--- src/rtl/mem_ctrl.sv ---
// Byte-serial memory controller: arbitrates instruction fetch and load/store
// requests onto a single 8-bit RAM/IO port, assembling reads and splitting writes.
module mem_ctrl #(
    parameter logic [31:0] IO_BASE = 32'h00030000
) (
    input  logic        clk,
    input  logic        rst,
    input  logic        rdy,
    input  logic        rob_clear,
    input  logic        if_req,
    input  logic [31:0] if_addr,
    output logic        if_done,
    output logic [31:0] if_data,
    input  logic        lsb_req,
    input  logic        lsb_wr,
    input  logic [1:0]  lsb_len,
    input  logic [31:0] lsb_addr,
    input  logic [31:0] lsb_wdata,
    output logic        lsb_done,
    output logic [31:0] lsb_rdata,
    input  logic [7:0]  mem_din,
    output logic [7:0]  mem_dout,
    output logic [31:0] mem_a,
    output logic        mem_wr,
    input  logic        io_buffer_full
);
    typedef enum logic [1:0] {IDLE, READ, WRITE} state_t;

    state_t      state_q, state_d;
    logic        src_lsb_q, src_lsb_d;
    logic [31:0] addr_q, addr_d;
    logic [2:0]  len_q, len_d;
    logic [31:0] wdata_q, wdata_d;
    logic [2:0]  cnt_q, cnt_d;
    logic [31:0] buf_q, buf_d;

    logic [31:0] mem_a_d;
    logic [7:0]  mem_dout_d;
    logic        mem_wr_d;
    logic        if_done_d, lsb_done_d;
    logic [31:0] if_data_d, lsb_rdata_d;

    logic [2:0]  lsb_n;
    logic [31:0] beat_addr;
    logic [31:0] rd_merge;
    logic        lsb_io_stall, cur_io_stall, can_accept;

    assign lsb_n        = (lsb_len == 2'd0) ? 3'd1 : (lsb_len == 2'd1) ? 3'd2 : 3'd4;
    assign beat_addr    = addr_q + {29'd0, cnt_q};
    // In READ, cnt_q counts edges since acceptance; byte cnt_q-2 arrives on mem_din now.
    assign rd_merge     = buf_q | ({24'd0, mem_din} << {cnt_q - 3'd2, 3'b000});
    assign lsb_io_stall = (lsb_addr >= IO_BASE) && io_buffer_full;
    assign cur_io_stall = (addr_q >= IO_BASE) && io_buffer_full;
    // A done pulse blocks acceptance so the still-held request is not taken twice.
    assign can_accept   = !rob_clear && !if_done && !lsb_done && (if_req || lsb_req);

    always_comb begin
        // NOTE: every variable written here gets a default first, so no path can leave one unassigned and infer a latch.
        state_d     = state_q;
        src_lsb_d   = src_lsb_q;
        addr_d      = addr_q;
        len_d       = len_q;
        wdata_d     = wdata_q;
        cnt_d       = cnt_q;
        buf_d       = buf_q;
        mem_a_d     = mem_a;
        mem_dout_d  = mem_dout;
        mem_wr_d    = 1'b0;
        if_done_d   = 1'b0;
        lsb_done_d  = 1'b0;
        if_data_d   = if_data;
        lsb_rdata_d = lsb_rdata;

        unique case (state_q)
            IDLE: begin
                if (can_accept) begin
                    src_lsb_d = lsb_req;
                    buf_d     = '0;
                    cnt_d     = 3'd1;
                    if (lsb_req) begin
                        addr_d  = lsb_addr;
                        len_d   = lsb_n;
                        wdata_d = lsb_wdata;
                    end else begin
                        addr_d  = if_addr;
                        len_d   = 3'd4;
                    end
                    if (lsb_req && lsb_wr) begin
                        state_d = WRITE;
                        if (lsb_io_stall) begin
                            cnt_d = 3'd0;
                        end else begin
                            mem_wr_d   = 1'b1;
                            mem_a_d    = lsb_addr;
                            mem_dout_d = lsb_wdata[7:0];
                        end
                    end else begin
                        state_d = READ;
                        mem_a_d = lsb_req ? lsb_addr : if_addr;
                    end
                end
            end

            READ: begin
                if (rob_clear) begin
                    state_d = IDLE;
                end else begin
                    cnt_d = cnt_q + 3'd1;
                    if (cnt_q < len_q) mem_a_d = beat_addr;
                    if (cnt_q >= 3'd2) buf_d = rd_merge;
                    if (cnt_q == len_q + 3'd1) begin
                        state_d = IDLE;
                        if (src_lsb_q) begin
                            lsb_done_d  = 1'b1;
                            lsb_rdata_d = rd_merge;
                        end else begin
                            if_done_d   = 1'b1;
                            if_data_d   = rd_merge;
                        end
                    end
                end
            end

            WRITE: begin
                // Committed stores ignore rob_clear; only a full I/O buffer can stall a beat.
                if (cnt_q == len_q) begin
                    state_d    = IDLE;
                    lsb_done_d = 1'b1;
                end else if (!cur_io_stall) begin
                    mem_wr_d   = 1'b1;
                    mem_a_d    = beat_addr;
                    mem_dout_d = wdata_q[{cnt_q[1:0], 3'b000} +: 8];
                    cnt_d      = cnt_q + 3'd1;
                end
            end

            default: state_d = IDLE;
        endcase
    end

    always_ff @(posedge clk) begin
        // NOTE: sequential state uses non-blocking assignments so every register samples pre-edge values.
        if (rst) begin
            state_q   <= IDLE;
            src_lsb_q <= 1'b0;
            addr_q    <= '0;
            len_q     <= '0;
            wdata_q   <= '0;
            cnt_q     <= '0;
            buf_q     <= '0;
            mem_a     <= '0;
            mem_dout  <= '0;
            mem_wr    <= 1'b0;
            if_done   <= 1'b0;
            lsb_done  <= 1'b0;
            if_data   <= '0;
            lsb_rdata <= '0;
        end else if (rdy) begin
            state_q   <= state_d;
            src_lsb_q <= src_lsb_d;
            addr_q    <= addr_d;
            len_q     <= len_d;
            wdata_q   <= wdata_d;
            cnt_q     <= cnt_d;
            buf_q     <= buf_d;
            mem_a     <= mem_a_d;
            mem_dout  <= mem_dout_d;
            mem_wr    <= mem_wr_d;
            if_done   <= if_done_d;
            lsb_done  <= lsb_done_d;
            if_data   <= if_data_d;
            lsb_rdata <= lsb_rdata_d;
        end
    end
endmodule
--- config.mk ---
export PLATFORM = sky130hd
export DESIGN_NAME = mem_ctrl
export DESIGN_NICKNAME = d
export VERILOG_FILES = /design/src/rtl/mem_ctrl.sv
export SDC_FILE = /design/constraint.sdc
export NUM_CORES = 1
export LEC_CHECK = 0
export CORE_MARGIN = 3
export CORE_UTILIZATION = 46
export DETAILED_ROUTE_END_ITERATION = 8
export PLACE_DENSITY = 0.77
export RECOVER_POWER = 100
export SYNTH_ARGS = -nofsm -noshare
export SYNTH_HDL_FRONTEND = slang
export SYNTH_SLANG_ARGS = --single-unit
--- constraint.sdc ---
create_clock -name clk -period 2.19 [get_ports clk]
set_clock_uncertainty 0.05 [all_clocks]
set_input_delay 0.219 -clock clk [delete_from_list [all_inputs] [get_ports clk]]
set_output_delay 0.219 -clock clk [all_outputs]
set_load 0.02 [all_outputs]
==> flow_metrics.env, run 1 <==
export IMPL_path_clk_slew_ns=0.06
export IMPL_instances_no_fill=1637
export IMPL_pre_cts_ws_ns=-0.2575
export IMPL_finalSetupTns_ns=-0.8038
export IMPL_start_util_pct=47.02
export IMPL_async_flop_share_pct=0
export IMPL_drv_slew=0
export IMPL_core_um2=20300
export IMPL_gp_congestion=0.8650
export IMPL_r2r_start="state_q[1]"
export IMPL_viasPerCell=5.455
export IMPL_grt_pass1_vias=8457
export IMPL_insertion_delay_ns=0.52
export IMPL_tritoncts="done"
export IMPL_dieArea_um2=22510
export IMPL_grt_total_usage_pct=23.25
export IMPL_postRouteAntennaNets=0
export IMPL_min_to="mem_a[0]"
export IMPL_status="finished, violations left"
export IMPL_peakVddDrop_uv=578.8
export IMPL_fin_crit_ns=2.259
export IMPL_grt_pass1_wl_um=43040
export IMPL_whs_path_depth=2
export IMPL_io_buffer_count=220
export IMPL_clockBufferDepth=3
export IMPL_overflow=0
export IMPL_dp_cells=1572
export IMPL_cp_end_kind="flop"
export IMPL_hold_viol=0
export IMPL_slew_headroom_pct=61.76
export IMPL_die_x_um=150.0
export IMPL_critical_path_required_ns=2.58
export IMPL_crit_fanout=7
export IMPL_areaGrowthSynthToFinish_pct=44.28
export IMPL_synthCells=1089
export IMPL_synth_fp_nets=1217
export IMPL_placed_area_um2=12470
export IMPL_antenna_found_initial=0
export IMPL_ff2ff_path_depth=9
export IMPL_cp_arrival_ns=2.65
export IMPL_layout_nets=1477
export IMPL_place_hpwl_um=19030
export IMPL_holdCritStartpoint="rst"
export IMPL_r2r_slack_ns=-0.07
export IMPL_fin_area_um2=13770
export IMPL_power_leakage_uw=0.005444
export IMPL_drc=0
export IMPL_whs_ns=0.05171
export IMPL_final_period_utilization_pct=103.2
export IMPL_synth_edff_count=0
export IMPL_setup_slack_ns=-0.06903
export IMPL_worst_hold_path_type="in -> reg"
export IMPL_yosys_warnings=0
export IMPL_cts_root_buf="clkbuf_16"
export IMPL_violations="negative setup slack"
export IMPL_startpoint_type="flop"
export IMPL_ys_seq_area_share_pct=44.47
export IMPL_rows=52
export IMPL_rr_endpoint="mem_a[11]"
export IMPL_vias=8930
export IMPL_first_iter_violations=486
export IMPL_clock_fmax_mhz=442.7
export IMPL_die_h_um=150.0
export IMPL_drt_pass1_iterations=5
export IMPL_h_tree_depth=1
export IMPL_worst_pin_slew_ns=0.5737
export IMPL_setup_violations=30
export IMPL_wirelength_um=28840
export IMPL_synthFlopType="dfxtp_1"
export IMPL_cts_buffers=23
export IMPL_drive_above_1_share_pct=15.89
export IMPL_cellPowerDensity_nw_per_um2=702.9
export IMPL_worst_setup_path_type="reg -> reg"
export IMPL_synth_avg_cell_area_um2=8.764
export IMPL_wl_per_cell_um=17.62
export IMPL_num_io_pins=221
export IMPL_rsz0062_at_grt="yes"
export IMPL_cts_sinks=212
export IMPL_drv_cap=0
export IMPL_syn_area_um2=9544
export IMPL_ys_ff_latch=212
export IMPL_grt_max_degree=70
export IMPL_ys_types=61
## worst max-delay path: stages (launching register included)
cell and delay [ns]:
dfxtp_2 0.35, inv_2 0.06, ha_4 0.17, o31a_1 0.11, a211oi_2 0.32, and3_4 0.28
nand4_4 0.22, clkbuf_16 0.25, a211o_1 0.24, a21oi_1 0.13
## cell usage in the layout, fill, tap and decap left out, types with 19 or more instances in the layout
cell type        synthesis  routed
a211o_1                 22      22
a211oi_1               100      93
a21oi_1                129     125
buf_4                    6      64
clkbuf_16                0      29
clkdlybuf4s50_1          0     111
dfxtp_1                212     204
dlygate4sd3_1            1     107
mux2i_1                 54      54
nand2_1                117     115
nor2_1                 163     161
nor2b_1                 28      28
xor2_1                  19      19
## state kept, by name (all words and copies together) (netlist names)
| register | count |
|---|---|
| addr_q | 32 |
| buf_q | 32 |
| cnt_q | 3 |
| if_data | 32 |
| if_done | 1 |
| len_q | 3 |
| lsb_done | 1 |
| lsb_rdata | 32 |
| mem_a | 32 |
| mem_dout | 8 |
| mem_wr | 1 |
| src_lsb_q | 1 |
| state_q | 2 |
| wdata_q | 32 |
## per-stage QoR
step | util (%) | power (uW)
detailed placement | 61.43 | 5460
global placement | 61.43 | 5436
CTS | 66.03 | 9654
finish | 67.84 | 9679
floorplan | - | 4859
global route | 67.83 | 10010
## cell usage after synthesis, types with 15 or more instances
master / n / area, um^2
a211o_1: 22 / 192.7
a211oi_1: 100 / 750.7
a21oi_1: 129 / 645.6
buf_2: 18 / 90.09
clkbuf_1: 41 / 153.9
dfxtp_1: 212 / 4244
inv_1: 16 / 60.06
mux2i_1: 54 / 540.5
nand2_1: 117 / 439.2
nand4_1: 15 / 93.84
nor2_1: 163 / 611.8
nor2b_1: 28 / 175.2
xor2_1: 19 / 166.4
## repair_timing
action | CTS | global route
gates cloned | 0 | 8
resized for setup | 19 | 38
endpoints found under the setup margin | 15 | 67
pin swaps | 9 | 44
hold buffers | 0 | 0
setup buffers | 2 | 12
## how the worst max path moves through the flow
stage          cells after the start         start           to
6_report                           9    state_q[1]    mem_a[11]
3_3_place_gp                      10  lsb_addr[30]  mem_dout[4]
2_1_floorplan                      9      cnt_q[0]    mem_a[20]
3_5_place_dp                      10  lsb_addr[30]  mem_dout[7]
4_1_cts                           10     addr_q[0]    mem_a[24]
5_1_grt                           11      cnt_q[0]    mem_a[16]
## per-layer routing
| layer | global-route usage [%] | share of wire, % | wire, um |
|---|---|---|---|
| met1 | 29.42 | 42 | 11970 |
| met2 | 40.39 | 50 | 14280 |
| met3 | 4.724 | 6.3 | 1828 |
| met4 | 6.221 | 2.6 | 760 |
| met5 | 0 | 0 | 0 |
## final cells by class
| cell class | count | area (um^2) |
|---|---|---|
| diodes | 1 | 2.502 |
| flip-flops and latches | 212 | 4257 |
| inverters | 16 | 60.06 |
| well taps | 270 | 337.8 |
| multi-input cells | 778 | 5074 |
| clock buffers | 29 | 658.1 |
| fillers | 1558 | 6529 |
| clock inverters | 13 | 175.2 |
| repair buffers | 318 | 3207 |
## cells by family (layout without fill, tap and decap cells)
logic type | Yosys count | in the layout | share of synthesized area [%]
flops | 212 | 212 | 44.47
fa+ha+maj | 14 | 14 | 1.914
buf+inv | 99 | 376 | 4.733
compound gates | 278 | 278 | 19.07
other cells | 0 | 1 | 0
xor+xnor | 32 | 32 | 3.094
mux | 71 | 71 | 8.613
simple gates | 383 | 383 | 18.10
## power by group
part | leakage [uW] | switching, uW | internal (uW)
Sequential | 0.00172 | 100 | 3980
Clock | 0.000416 | 1610 | 2600
Combinational | 0.00331 | 708 | 673
Total | 0.00544 | 2420 | 7260
No activity file was read; power rests on OpenSTA's default activity.
==> run 2, diff against run 1 <==
--- a/config.mk
+++ b/config.mk
@@ -10,6 +10,7 @@
 export DETAILED_ROUTE_END_ITERATION = 8
 export PLACE_DENSITY = 0.77
 export RECOVER_POWER = 100
+export SLEW_MARGIN = 40
 export SYNTH_ARGS = -nofsm -noshare
 export SYNTH_HDL_FRONTEND = slang
 export SYNTH_SLANG_ARGS = --single-unit
==> results of run 2 <==
Same layout as run 1: the final DEF is identical, and so are final timing and power.
==> run 3, diff against run 2 <==
--- a/config.mk
+++ b/config.mk
@@ -5,7 +5,7 @@
 export SDC_FILE = /design/constraint.sdc
 export NUM_CORES = 1
 export LEC_CHECK = 0
-export CORE_MARGIN = 3
+export CORE_MARGIN = 2
 export CORE_UTILIZATION = 46
 export DETAILED_ROUTE_END_ITERATION = 8
 export PLACE_DENSITY = 0.77
==> run 3 against run 2 <==
Effect of this change:
- the flow still finishes with violations (negative setup slack)
- combinational power hardly changed
- worst hold slack better by 0.036 ns
- clock power is 9.5% lower
- clock-buffer cell count is 5 higher
- fmax is 4.8% lower
- final area is 0.62% lower
- critical path depth is 1 higher
- wire length is 0.19% lower
- final cell count is 0.24% lower
- setup slack worse by 0.11 ns
- register-to-register slack worse by 0.11 ns
- critical path type unchanged
- largest cell class unchanged
- largest power group is now sequential cells
- highest routed layer unchanged
==> flow_metrics.env, run 3 (synthesis gave the netlist of run 1 again) <==
export IMPL_status="finished, violations left"
export IMPL_violations="negative setup slack"
export IMPL_clockBufferDepth=3
export IMPL_r2r_slack_ns=-0.18
export IMPL_rr_endpoint="mem_a[30]"
export IMPL_cts_sinks=212
export IMPL_gp_congestion=0.8701
export IMPL_power_leakage_uw=0.005322
export IMPL_worst_pin_slew_ns=0.5690
export IMPL_rsz0062_at_grt="yes"
export IMPL_cp_arrival_ns=2.78
export IMPL_placed_area_um2=12390
export IMPL_die_h_um=148.0
export IMPL_cp_end_kind="flop"
export IMPL_overflow=0
export IMPL_viasPerCell=5.503
export IMPL_drt_pass1_iterations=6
export IMPL_cts_buffers=22
export IMPL_dieArea_um2=21920
export IMPL_crit_fanout=5
export IMPL_wl_per_cell_um=17.63
export IMPL_io_buffer_count=220
export IMPL_grt_total_usage_pct=24.02
export IMPL_slew_headroom_pct=62.07
export IMPL_start_util_pct=47.02
export IMPL_layout_common_cells="205 x dfxtp_1, 159 x nor2_1, 123 x a21oi_1"
export IMPL_core_um2=20300
export IMPL_layout_commonest_cell="dfxtp_1"
export IMPL_whs_path_depth=2
export IMPL_worst_setup_path_type="reg -> reg"
export IMPL_r2r_start="addr_q[0]"
export IMPL_fin_util_pct=67.42
export IMPL_drc=0
export IMPL_peakVddDrop_uv=464.3
export IMPL_slowest_delay_ns=0.35
export IMPL_postRouteAntennaNets=0
export IMPL_grt_pass1_vias=8617
export IMPL_instances_no_fill=1633
export IMPL_grt_pass1_wl_um=43270
export IMPL_areaGrowthSynthToFinish_pct=43.39
export IMPL_register_area_um2=4255
export IMPL_num_io_pins=221
export IMPL_vias=8987
export IMPL_tritoncts="done"
export IMPL_drv_slew=0
export IMPL_fin_area_um2=13690
export IMPL_first_iter_violations=598
export IMPL_critical_path_cell_chain="ha_4 -> inv_2 -> fa_2 -> and2b_2 -> o2111ai_4 -> buf_12 -> nor4_4 -> xnor2_1 -> a211o_1 -> a21oi_2"
export IMPL_die_x_um=148.0
export IMPL_layout_nets=1474
export IMPL_path_clk_slew_ns=0.06
export IMPL_antenna_found_initial=1
export IMPL_ff2ff_path_depth=10
export IMPL_cts_root_buf="clkbuf_16"
export IMPL_critical_path_required_ns=2.59
export IMPL_drive_above_1_share_pct=15.42
export IMPL_hold_viol=0
export IMPL_grt_max_degree=69
export IMPL_setup_slack_ns=-0.1825
export IMPL_clock_fmax_mhz=421.5
export IMPL_dp_cells=1565
export IMPL_startpoint_type="flop"
export IMPL_worst_hold_path_type="in -> reg"
export IMPL_crit_end="mem_a[30]"
export IMPL_fin_crit_ns=2.373
export IMPL_place_hpwl_um=18950
export IMPL_multi_input_area_um2=5176
export IMPL_h_tree_depth=1
export IMPL_wirelength_um=28780
export IMPL_cellPowerDensity_nw_per_um2=677.6
export IMPL_rows=52
export IMPL_crit_start="addr_q[0]"
export IMPL_final_period_utilization_pct=108.3
export IMPL_setup_violations=26
export IMPL_drv_cap=0
export IMPL_fillerInstances=1580
export IMPL_insertion_delay_ns=0.51
export IMPL_cp_slowest_cell="dfxtp_2"
==> run 3: final cells by class <==
type / instances / share of cell area, %
multi-input cells: 778 / 37.82
clock buffers: 34 / 4.498
diodes: 1 / 0.01828
inverters: 16 / 0.4388
well taps: 270 / 2.468
repair buffers: 316 / 22.78
clock inverters: 6 / 0.8777
flip-flops and latches: 212 / 31.09
==> run 3: where the power goes <==
part,total (uW),internal [uW],switching (uW)
registers,4090,3980,106
clock network,3820,2300,1520
logic,1360,656,707
==> run 3: per-stage QoR <==
step           hold slack, ns  total power, uW  setup TNS [ns]  setup WS, ns
2_1_floorplan          0.2777             4859        -0.07559      -0.02614
4_1_cts               0.07221             9282          -1.007       -0.1306
6_report              0.08754             9273          -1.326       -0.1825
5_1_grt                0.1005             9587          -10.43       -0.2628
3_5_place_dp           0.3975             5456          -8.499       -0.2937
3_3_place_gp           0.3899             5426          -4.659       -0.1872
==> run 3: worst max-delay path, delay by kind of cell, from the launching register on <==
family,cells,cell delay [ns]
AOI/OAI and AO/OA,3,0.55
xor gates and xnor gates,1,0.12
adders and majority gates,2,0.47
buffers and inverters,2,0.22
DFF,1,0.35
and+or+nand+nor,2,0.55
==> run 3: worst min-delay path by stage <==
| stage | startpoint | slack, ns | end |
|---|---|---|---|
| after floorplan | rdy | 0.28 | mem_wr |
| after CTS | rst | 0.07 | state_q[0] |
| after global placement | wdata_q[7] | 0.39 | wdata_q[7] |
| after detailed placement | wdata_q[20] | 0.40 | wdata_q[20] |
| after global routing | rst | 0.10 | mem_dout[0] |
| final | rst | 0.09 | if_done |
==> run 3: what timing repair did <==
item                                    CTS  global route
pin swaps                                26            32
endpoints found under the setup margin   32           126
hold buffers                              0             0
buffers inserted                          6            15
gates cloned                              1             6
gates resized for setup                  26            53
==> run 3: routing by layer <==
| layer | GRT usage (%) | wire, um | up-vias |
|---|---|---|---|
| li1 | - | - | 4364 |
| met1 | 29.79 | 11790 | 4257 |
| met2 | 41.60 | 14230 | 306 |
| met4 | 8.857 | 823 | 0 |
| met3 | 4.506 | 1936 | 60 |
| met5 | 0 | 0 | - |
